--- src/rtl/ctr_run_ctrl_pkg.sv ---
// ctr_run_ctrl_pkg
//   Shared types and constants for the counter run sequencer.
//   state_e     : sequencer states (IDLE, LOAD, RUN, DONE)
//   UP / DN     : encodings of the counter up_dn input
//   LOAD_ACTIVE : asserted level of the counter's active-low load input
package ctr_run_ctrl_pkg;

  typedef enum logic [1:0] {
    IDLE = 2'd0,
    LOAD = 2'd1,
    RUN  = 2'd2,
    DONE = 2'd3
  } state_e;

  localparam logic UP          = 1'b1;
  localparam logic DN          = 1'b0;
  localparam logic LOAD_ACTIVE = 1'b0;

endpackage

--- src/rtl/ctr_run_ctrl_if.sv ---
// ctr_run_ctrl_if
//   Bundles the job-command side and the counter side of the sequencer.
//   Job side    : start, start_data, start_up_dn, reload_data, passes,
//                 bounce, abort (in to sequencer); busy, done, aborted,
//                 pass_cnt (out of sequencer).
//   Counter side: tercnt (in to sequencer); ctr_data, ctr_up_dn,
//                 ctr_load_n, ctr_cen (out of sequencer).
//   master : the environment (software model + counter)
//   slave  : the sequencer itself
interface ctr_run_ctrl_if #(
  parameter int width  = 12,
  parameter int pass_w = 8
) ();

  logic              start;
  logic [width-1:0]  start_data;
  logic              start_up_dn;
  logic [width-1:0]  reload_data;
  logic [pass_w-1:0] passes;
  logic              bounce;
  logic              abort;
  logic              tercnt;
  logic [width-1:0]  ctr_data;
  logic              ctr_up_dn;
  logic              ctr_load_n;
  logic              ctr_cen;
  logic              busy;
  logic              done;
  logic              aborted;
  logic [pass_w-1:0] pass_cnt;

  modport master (
    output start, start_data, start_up_dn, reload_data, passes, bounce,
           abort, tercnt,
    input  ctr_data, ctr_up_dn, ctr_load_n, ctr_cen, busy, done, aborted,
           pass_cnt
  );

  modport slave (
    input  start, start_data, start_up_dn, reload_data, passes, bounce,
           abort, tercnt,
    output ctr_data, ctr_up_dn, ctr_load_n, ctr_cen, busy, done, aborted,
           pass_cnt
  );

endinterface

--- src/rtl/ctr_run_ctrl.sv ---
// ctr_run_ctrl
//   Sequencer in front of an up/down counter with static count-to logic.
//   Preloads a start value, counts a programmed number of terminal-count
//   passes (reloading and optionally reversing direction on each non-final
//   pass), then pulses done. A running job can be aborted.
//   Ports:
//     i_clk   : clock, all state changes on the rising edge
//     i_reset : synchronous active-high reset
//     io_bus  : ctr_run_ctrl_if.slave, job command/status and counter drive
//   ctr_load_n / ctr_cen are combinational from state, tercnt, pass_cnt and
//   abort; every other output is registered.
module ctr_run_ctrl
  import ctr_run_ctrl_pkg::*;
#(
  parameter int width  = 12,
  parameter int pass_w = 8
) (
  input  logic            i_clk,
  input  logic            i_reset,
  ctr_run_ctrl_if.slave   io_bus
);

  state_e            r_state;
  state_e            w_state_nxt;
  logic [width-1:0]  r_reload_data;
  logic [pass_w-1:0] r_passes;
  logic              r_bounce;
  logic [width-1:0]  r_ctr_data;
  logic              r_ctr_up_dn;
  logic              r_busy;
  logic              r_done;
  logic              r_aborted;
  logic [pass_w-1:0] r_pass_cnt;

  logic [pass_w:0]   w_pass_inc;
  logic              w_final;
  logic              w_load_n;
  logic              w_cen;

  // Pass bookkeeping: one extra bit so the increment can never wrap.
  always_comb begin
    w_pass_inc = {1'b0, r_pass_cnt} + {{pass_w{1'b0}}, 1'b1};
    w_final    = (w_pass_inc >= {1'b0, r_passes});
  end

  // Next-state and counter-control decode.
  always_comb begin
    w_state_nxt = r_state;
    w_load_n    = ~LOAD_ACTIVE;
    w_cen       = 1'b0;
    if (i_reset) begin
      w_state_nxt = IDLE;
    end else begin
      case (r_state)
        IDLE: begin
          if (io_bus.start) begin
            w_state_nxt = (io_bus.passes != {pass_w{1'b0}}) ? LOAD : DONE;
          end else begin
            w_state_nxt = IDLE;
          end
        end
        LOAD: begin
          if (io_bus.abort) begin
            w_state_nxt = IDLE;
          end else begin
            w_load_n    = LOAD_ACTIVE;
            w_state_nxt = RUN;
          end
        end
        RUN: begin
          if (io_bus.abort) begin
            w_state_nxt = IDLE;
          end else if (io_bus.tercnt) begin
            if (w_final) begin
              // Final pass: freeze the counter on its terminal value.
              w_state_nxt = DONE;
            end else begin
              // Non-final pass: load overrides count inside the counter.
              w_load_n = LOAD_ACTIVE;
              w_cen    = 1'b1;
            end
          end else begin
            w_cen = 1'b1;
          end
        end
        DONE: begin
          w_state_nxt = IDLE;
        end
        default: begin
          w_state_nxt = IDLE;
        end
      endcase
    end
  end

  // State, job latches and registered status outputs.
  always_ff @(posedge i_clk) begin
    if (i_reset) begin
      r_state       <= IDLE;
      r_reload_data <= {width{1'b0}};
      r_passes      <= {pass_w{1'b0}};
      r_bounce      <= 1'b0;
      r_ctr_data    <= {width{1'b0}};
      r_ctr_up_dn   <= UP;
      r_busy        <= 1'b0;
      r_done        <= 1'b0;
      r_aborted     <= 1'b0;
      r_pass_cnt    <= {pass_w{1'b0}};
    end else begin
      r_state   <= w_state_nxt;
      r_busy    <= (w_state_nxt != IDLE);
      r_done    <= (w_state_nxt == DONE);
      r_aborted <= io_bus.abort && (r_state != IDLE);
      case (r_state)
        IDLE: begin
          if (io_bus.start) begin
            r_pass_cnt <= {pass_w{1'b0}};
            if (io_bus.passes != {pass_w{1'b0}}) begin
              r_ctr_data    <= io_bus.start_data;
              r_reload_data <= io_bus.reload_data;
              r_passes      <= io_bus.passes;
              r_bounce      <= io_bus.bounce;
              r_ctr_up_dn   <= io_bus.start_up_dn;
            end
          end
        end
        LOAD: begin
          // From RUN onward the data bus only ever carries the reload value,
          // so it can be staged here and stay registered.
          if (!io_bus.abort) begin
            r_ctr_data <= r_reload_data;
          end
        end
        RUN: begin
          if (!io_bus.abort && io_bus.tercnt) begin
            r_pass_cnt <= w_pass_inc[pass_w-1:0];
            if (!w_final && r_bounce) begin
              r_ctr_up_dn <= ~r_ctr_up_dn;
            end
          end
        end
        default: begin
        end
      endcase
    end
  end

  assign io_bus.ctr_data   = r_ctr_data;
  assign io_bus.ctr_up_dn  = r_ctr_up_dn;
  assign io_bus.ctr_load_n = w_load_n;
  assign io_bus.ctr_cen    = w_cen;
  assign io_bus.busy       = r_busy;
  assign io_bus.done       = r_done;
  assign io_bus.aborted    = r_aborted;
  assign io_bus.pass_cnt   = r_pass_cnt;

endmodule

--- src/flat_wrapper.sv ---
// flat-port wrapper written by rule: the top's interface ports become plain ports
module ctr_run_ctrl_flat import ctr_run_ctrl_pkg::*;
#(
  parameter int width  = 12,
  parameter int pass_w = 8
)
  (i_clk, i_reset, io_bus_start, io_bus_start_data, io_bus_start_up_dn, io_bus_reload_data, io_bus_passes, io_bus_bounce, io_bus_abort, io_bus_tercnt, io_bus_ctr_data, io_bus_ctr_up_dn, io_bus_ctr_load_n, io_bus_ctr_cen, io_bus_busy, io_bus_done, io_bus_aborted, io_bus_pass_cnt);
  ctr_run_ctrl_if #(.width(width), .pass_w(pass_w)) io_bus_i ();
  input  logic i_clk;
  input  logic i_reset;
  input wire logic [$bits(io_bus_i.start)-1:0] io_bus_start;
  input wire logic [$bits(io_bus_i.start_data)-1:0] io_bus_start_data;
  input wire logic [$bits(io_bus_i.start_up_dn)-1:0] io_bus_start_up_dn;
  input wire logic [$bits(io_bus_i.reload_data)-1:0] io_bus_reload_data;
  input wire logic [$bits(io_bus_i.passes)-1:0] io_bus_passes;
  input wire logic [$bits(io_bus_i.bounce)-1:0] io_bus_bounce;
  input wire logic [$bits(io_bus_i.abort)-1:0] io_bus_abort;
  input wire logic [$bits(io_bus_i.tercnt)-1:0] io_bus_tercnt;
  output wire logic [$bits(io_bus_i.ctr_data)-1:0] io_bus_ctr_data;
  output wire logic [$bits(io_bus_i.ctr_up_dn)-1:0] io_bus_ctr_up_dn;
  output wire logic [$bits(io_bus_i.ctr_load_n)-1:0] io_bus_ctr_load_n;
  output wire logic [$bits(io_bus_i.ctr_cen)-1:0] io_bus_ctr_cen;
  output wire logic [$bits(io_bus_i.busy)-1:0] io_bus_busy;
  output wire logic [$bits(io_bus_i.done)-1:0] io_bus_done;
  output wire logic [$bits(io_bus_i.aborted)-1:0] io_bus_aborted;
  output wire logic [$bits(io_bus_i.pass_cnt)-1:0] io_bus_pass_cnt;
  assign io_bus_i.start = io_bus_start;
  assign io_bus_i.start_data = io_bus_start_data;
  assign io_bus_i.start_up_dn = io_bus_start_up_dn;
  assign io_bus_i.reload_data = io_bus_reload_data;
  assign io_bus_i.passes = io_bus_passes;
  assign io_bus_i.bounce = io_bus_bounce;
  assign io_bus_i.abort = io_bus_abort;
  assign io_bus_i.tercnt = io_bus_tercnt;
  assign io_bus_ctr_data = io_bus_i.ctr_data;
  assign io_bus_ctr_up_dn = io_bus_i.ctr_up_dn;
  assign io_bus_ctr_load_n = io_bus_i.ctr_load_n;
  assign io_bus_ctr_cen = io_bus_i.ctr_cen;
  assign io_bus_busy = io_bus_i.busy;
  assign io_bus_done = io_bus_i.done;
  assign io_bus_aborted = io_bus_i.aborted;
  assign io_bus_pass_cnt = io_bus_i.pass_cnt;
  ctr_run_ctrl #(.width(width), .pass_w(pass_w)) u_core (.i_clk(i_clk), .i_reset(i_reset), .io_bus(io_bus_i));
endmodule
--- config.mk ---
export PLATFORM = sky130hd
export DESIGN_NAME = ctr_run_ctrl_flat
export DESIGN_NICKNAME = d
export VERILOG_FILES = /design/src/rtl/ctr_run_ctrl_pkg.sv /design/src/rtl/ctr_run_ctrl_if.sv /design/src/rtl/ctr_run_ctrl.sv /design/src/flat_wrapper.sv
export SDC_FILE = /design/constraint.sdc
export NUM_CORES = 1
export LEC_CHECK = 0
export CAP_MARGIN = 10
export CORE_ASPECT_RATIO = 0.75
export CORE_UTILIZATION = 44
export CTS_BUF_LIST = sky130_fd_sc_hd__clkbuf_8 sky130_fd_sc_hd__clkbuf_16
export DETAILED_ROUTE_END_ITERATION = 8
export HOLD_SLACK_MARGIN = 0.05
export PLACE_DENSITY = 0.75
export SYNTH_ARGS = -nofsm -noshare
export SYNTH_HDL_FRONTEND = slang
export SYNTH_SLANG_ARGS = --single-unit
--- constraint.sdc ---
create_clock -name i_clk -period 2.45 [get_ports i_clk]
set_input_delay 0.245 -clock i_clk [delete_from_list [all_inputs] [get_ports i_clk]]
set_output_delay 0.245 -clock i_clk [all_outputs]
set_load 0.005 [all_outputs]
==> flow_summary.yaml <==
global_route:
  grt_first_pass_wirelength_mm: 10.5
  grt_pass1_vias: 2222
  grt_overflow: 0
  antenna_found_initial: 0
  track_usage_pct: 23.6
  grt_max_degree: 30
routing:
  wl_per_cell_um: 14.6
  drtIter0Drc: 112
  via_per_inst: 5.30
  vias: 2389
  drtAntennaViolNets: 0
  firstDrtPassIters: 5
  route.detailed.drc: 0
  wirelength_mm: 6.59
logic_synthesis:
  synth_area_leaders: "dfxtp_1 (38%), nand2_1 (7.5%), a211oi_2 (6.1%)"
  ys_ff_latch: 47
  synth_area_mm2: 0.00245
  yosysTopAreaCell: "dfxtp_1"
  syn_avg_cell_area_um2: 8.46
  yosysSeqAreaShare_pct: 38.5
  synth_edf_count: 0
  yosys_warnings: 0
  synth_nets: 340
  synth_top_area_share_pct: 38.5
  synthCells: 289
  synth_cell_types: 43
  ys.flop_type: "dfxtp_1"
  synthArstFlopShare_pct: 0
clock_network:
  cts.sinks: 47
  cts_buffers: 5
  cts-root-buf: "clkbuf_8"
  htree_num_levels: 2
  clkTransAtPathRegs_ns: 0.09
  cts_buffer_depth: 2
  cts_hold_buf: 0
  clk_latency_ns: 0.30
  cts_tree: "built"
floorplanning:
  die_h_um: 66.6
  die-area_mm2: 0.00586
  core_area_mm2: 0.00535
  start_util_pct: 45.7
  io_pins: 65
  rows: 23
  die_w_um: 88.1
setup_path:
  cpPeakStageDelay_ns: 0.40
  worstPathBufferInverterCount: 1
  critical_path.endpoint_type: "output pin"
  critPathSlowestCell: "or3_4"
  cp_data_arrival_time_ns: 2.70
  r2r-start: "u_core.io_bus.pass_cnt[1]"
  critical_path_class: "register to output pin"
  ff2ff_path_depth: 12
  crit_family: "simple AND/OR/NAND/NOR gates"
  path_cells: "ha_4 > and3_4 > nand3_4 > xnor2_2 > ha_1 > a21oi_2 > o22ai_1 > or3_4 > o31ai_2 > nand4b_1 > buf_2"
  worst_ep_required_time_ns: 2.20
  path_max_fanout: 3
  worstSetupPathDepth: 11
  critPathLaunch: "u_core.io_bus.pass_cnt[1]"
  startpoint_type: "register"
sta:
  hold_viol: 0
  period_share_pct: 120
  slew_headroom_pct: 46.8
  worst_slack_ns: -0.497
  fin_crit_ns: 2.95
  max_freq_mhz: 339
  rsz0062_at_grt: "yes"
  hold_slack_ns: 0.409
  worstMarginPinSlew_ns: 0.798
  finalMaxSlewViolations: 0
  tns_ns: -2.19
  finClkSkew_ns: 0.00517
  setup_violations: 7
finish:
  drive_gt1_share_pct: 20.5
  nets: 426
  diodes: 0
  syn2layout_area_growth_pct: 45.6
  final_cell_mix: "clkdlybuf4s50_1 (61), nand2_1 (49), dfxtp_1 (44)"
  fillerInstances: 466
  layout_commonest_cell: "clkdlybuf4s50_1"
  final_core_util_pct: 66.5
pwr:
  total_power_uw: 1730
  peakVddDrop_v: 0.000277
  p_per_area_mw_per_mm2: 487
  p_leak_uw: 0.00139
min_path:
  hp-start: "i_reset"
  hold_path.class: "input pin to register"
  holdPathStages: 2
placed_design:
  place_ws_ns: -0.618
  io_buffers: 64
  dp_hpwl_mm: 4.70
  gp_congestion: 0.890
job:
  max_cap_violations: 0
outcome:
  outcome: "complete, but fails checks"
  violations: "negative setup slack"
==> routing by layer <==
metal  vias to the layer above  GRT usage [%]  part of all wire (%)
met5                         -              0                     0
met4                         0           7.66                   1.3
li1                       1190              -                     -
met1                      1110           31.4                    44
met3                         9           3.84                   6.6
met2                        80           39.1                    48
==> sequential cells by signal, summed over array words and instances (netlist names) <==
| name | cells |
|---|---|
| u_core.io_bus.done | 1 |
| u_core.r_state | 2 |
| u_core.r_bounce | 1 |
| u_core.r_reload_data | 12 |
| u_core.r_passes | 8 |
| u_core.io_bus.aborted | 1 |
| u_core.io_bus.ctr_up_dn | 1 |
| u_core.io_bus.pass_cnt | 8 |
| u_core.io_bus.ctr_data | 12 |
| u_core.io_bus.busy | 1 |
==> through the flow <==
step | cells | area, um^2
3_5_place_dp | 442 | 3360
2_1_floorplan | 289 | 2510
6_report | 451 | 3560
3_3_place_gp | 442 | 3360
4_1_cts | 450 | 3500
5_1_grt | 451 | 3560
==> Yosys cell counts, types with 3 or more instances <==
cell      instances
a211oi_1          3
a211oi_2         12
a21o_1            3
a21oi_1          30
a22oi_1           3
a31oi_1           5
clkbuf_1          9
dfxtp_1          47
ha_1             12
inv_1            16
mux2i_1          14
nand2_1          49
nand3_1           8
nor2_1           25
nor3_1            4
nor4_1            6
o21ai_0           4
or3_1             3
xnor2_1           4
==> worst reg2reg max path: cells and delay by family (launching register included) <==
| family | cells | cell delay (ns) |
|---|---|---|
| and+or+nand+nor | 4 | 0.83 |
| adders and majority gates | 2 | 0.47 |
| buffers and inverters | 2 | 0.27 |
| AOI/OAI and AO/OA | 3 | 0.54 |
| xor gates and xnor gates | 1 | 0.13 |
| DFF | 1 | 0.39 |
==> timing repair <==
item / CTS / global route
cloned: 0 / 0
pin swaps: 11 / 9
buffers inserted: 0 / 1
endpoints found under the setup margin: 7 / 7
gates resized for setup: 18 / 9
==> kinds of logic (layout without fill, tap and decap cells) <==
group,Yosys count,after routing,synth area share [%]
DFF,47,47,38.5
AOI/OAI and AO/OA,72,72,21.8
and+or+nand+nor,107,107,19.9
muxes,14,14,5.73
xor gates and xnor gates,6,6,2.15
adders and majority gates,12,12,6.14
buffers and inverters,31,118,5.78
==> where the power goes <==
part	internal, uW	switching, uW
clock	232	275
combinational	202	188
sequential	810	27.9
total	1240	491
==> cell type report <==
cell class | count | area, um^2 | share of cell area [%]
timing repair buffer | 94 | 855 | 24.0
multi-input combinational | 211 | 1500 | 42.2
tap | 75 | 93.8 | 2.63
clock buffer | 6 | 82.6 | 2.32
inverter | 16 | 60.1 | 1.69
clock inverter | 2 | 15.0 | 0.421
sequential | 47 | 952 | 26.7
==> worst paths after layout <==
kind                                    to  slack (ns)
hold reg to reg         u_core.r_passes[1]        0.46
setup / recovery         io_bus_ctr_load_n       -0.50
setup reg to reg        u_core.io_bus.busy       -0.30
hold / removal    u_core.r_reload_data[11]        0.41
No activity file was read; power rests on OpenSTA's default activity.
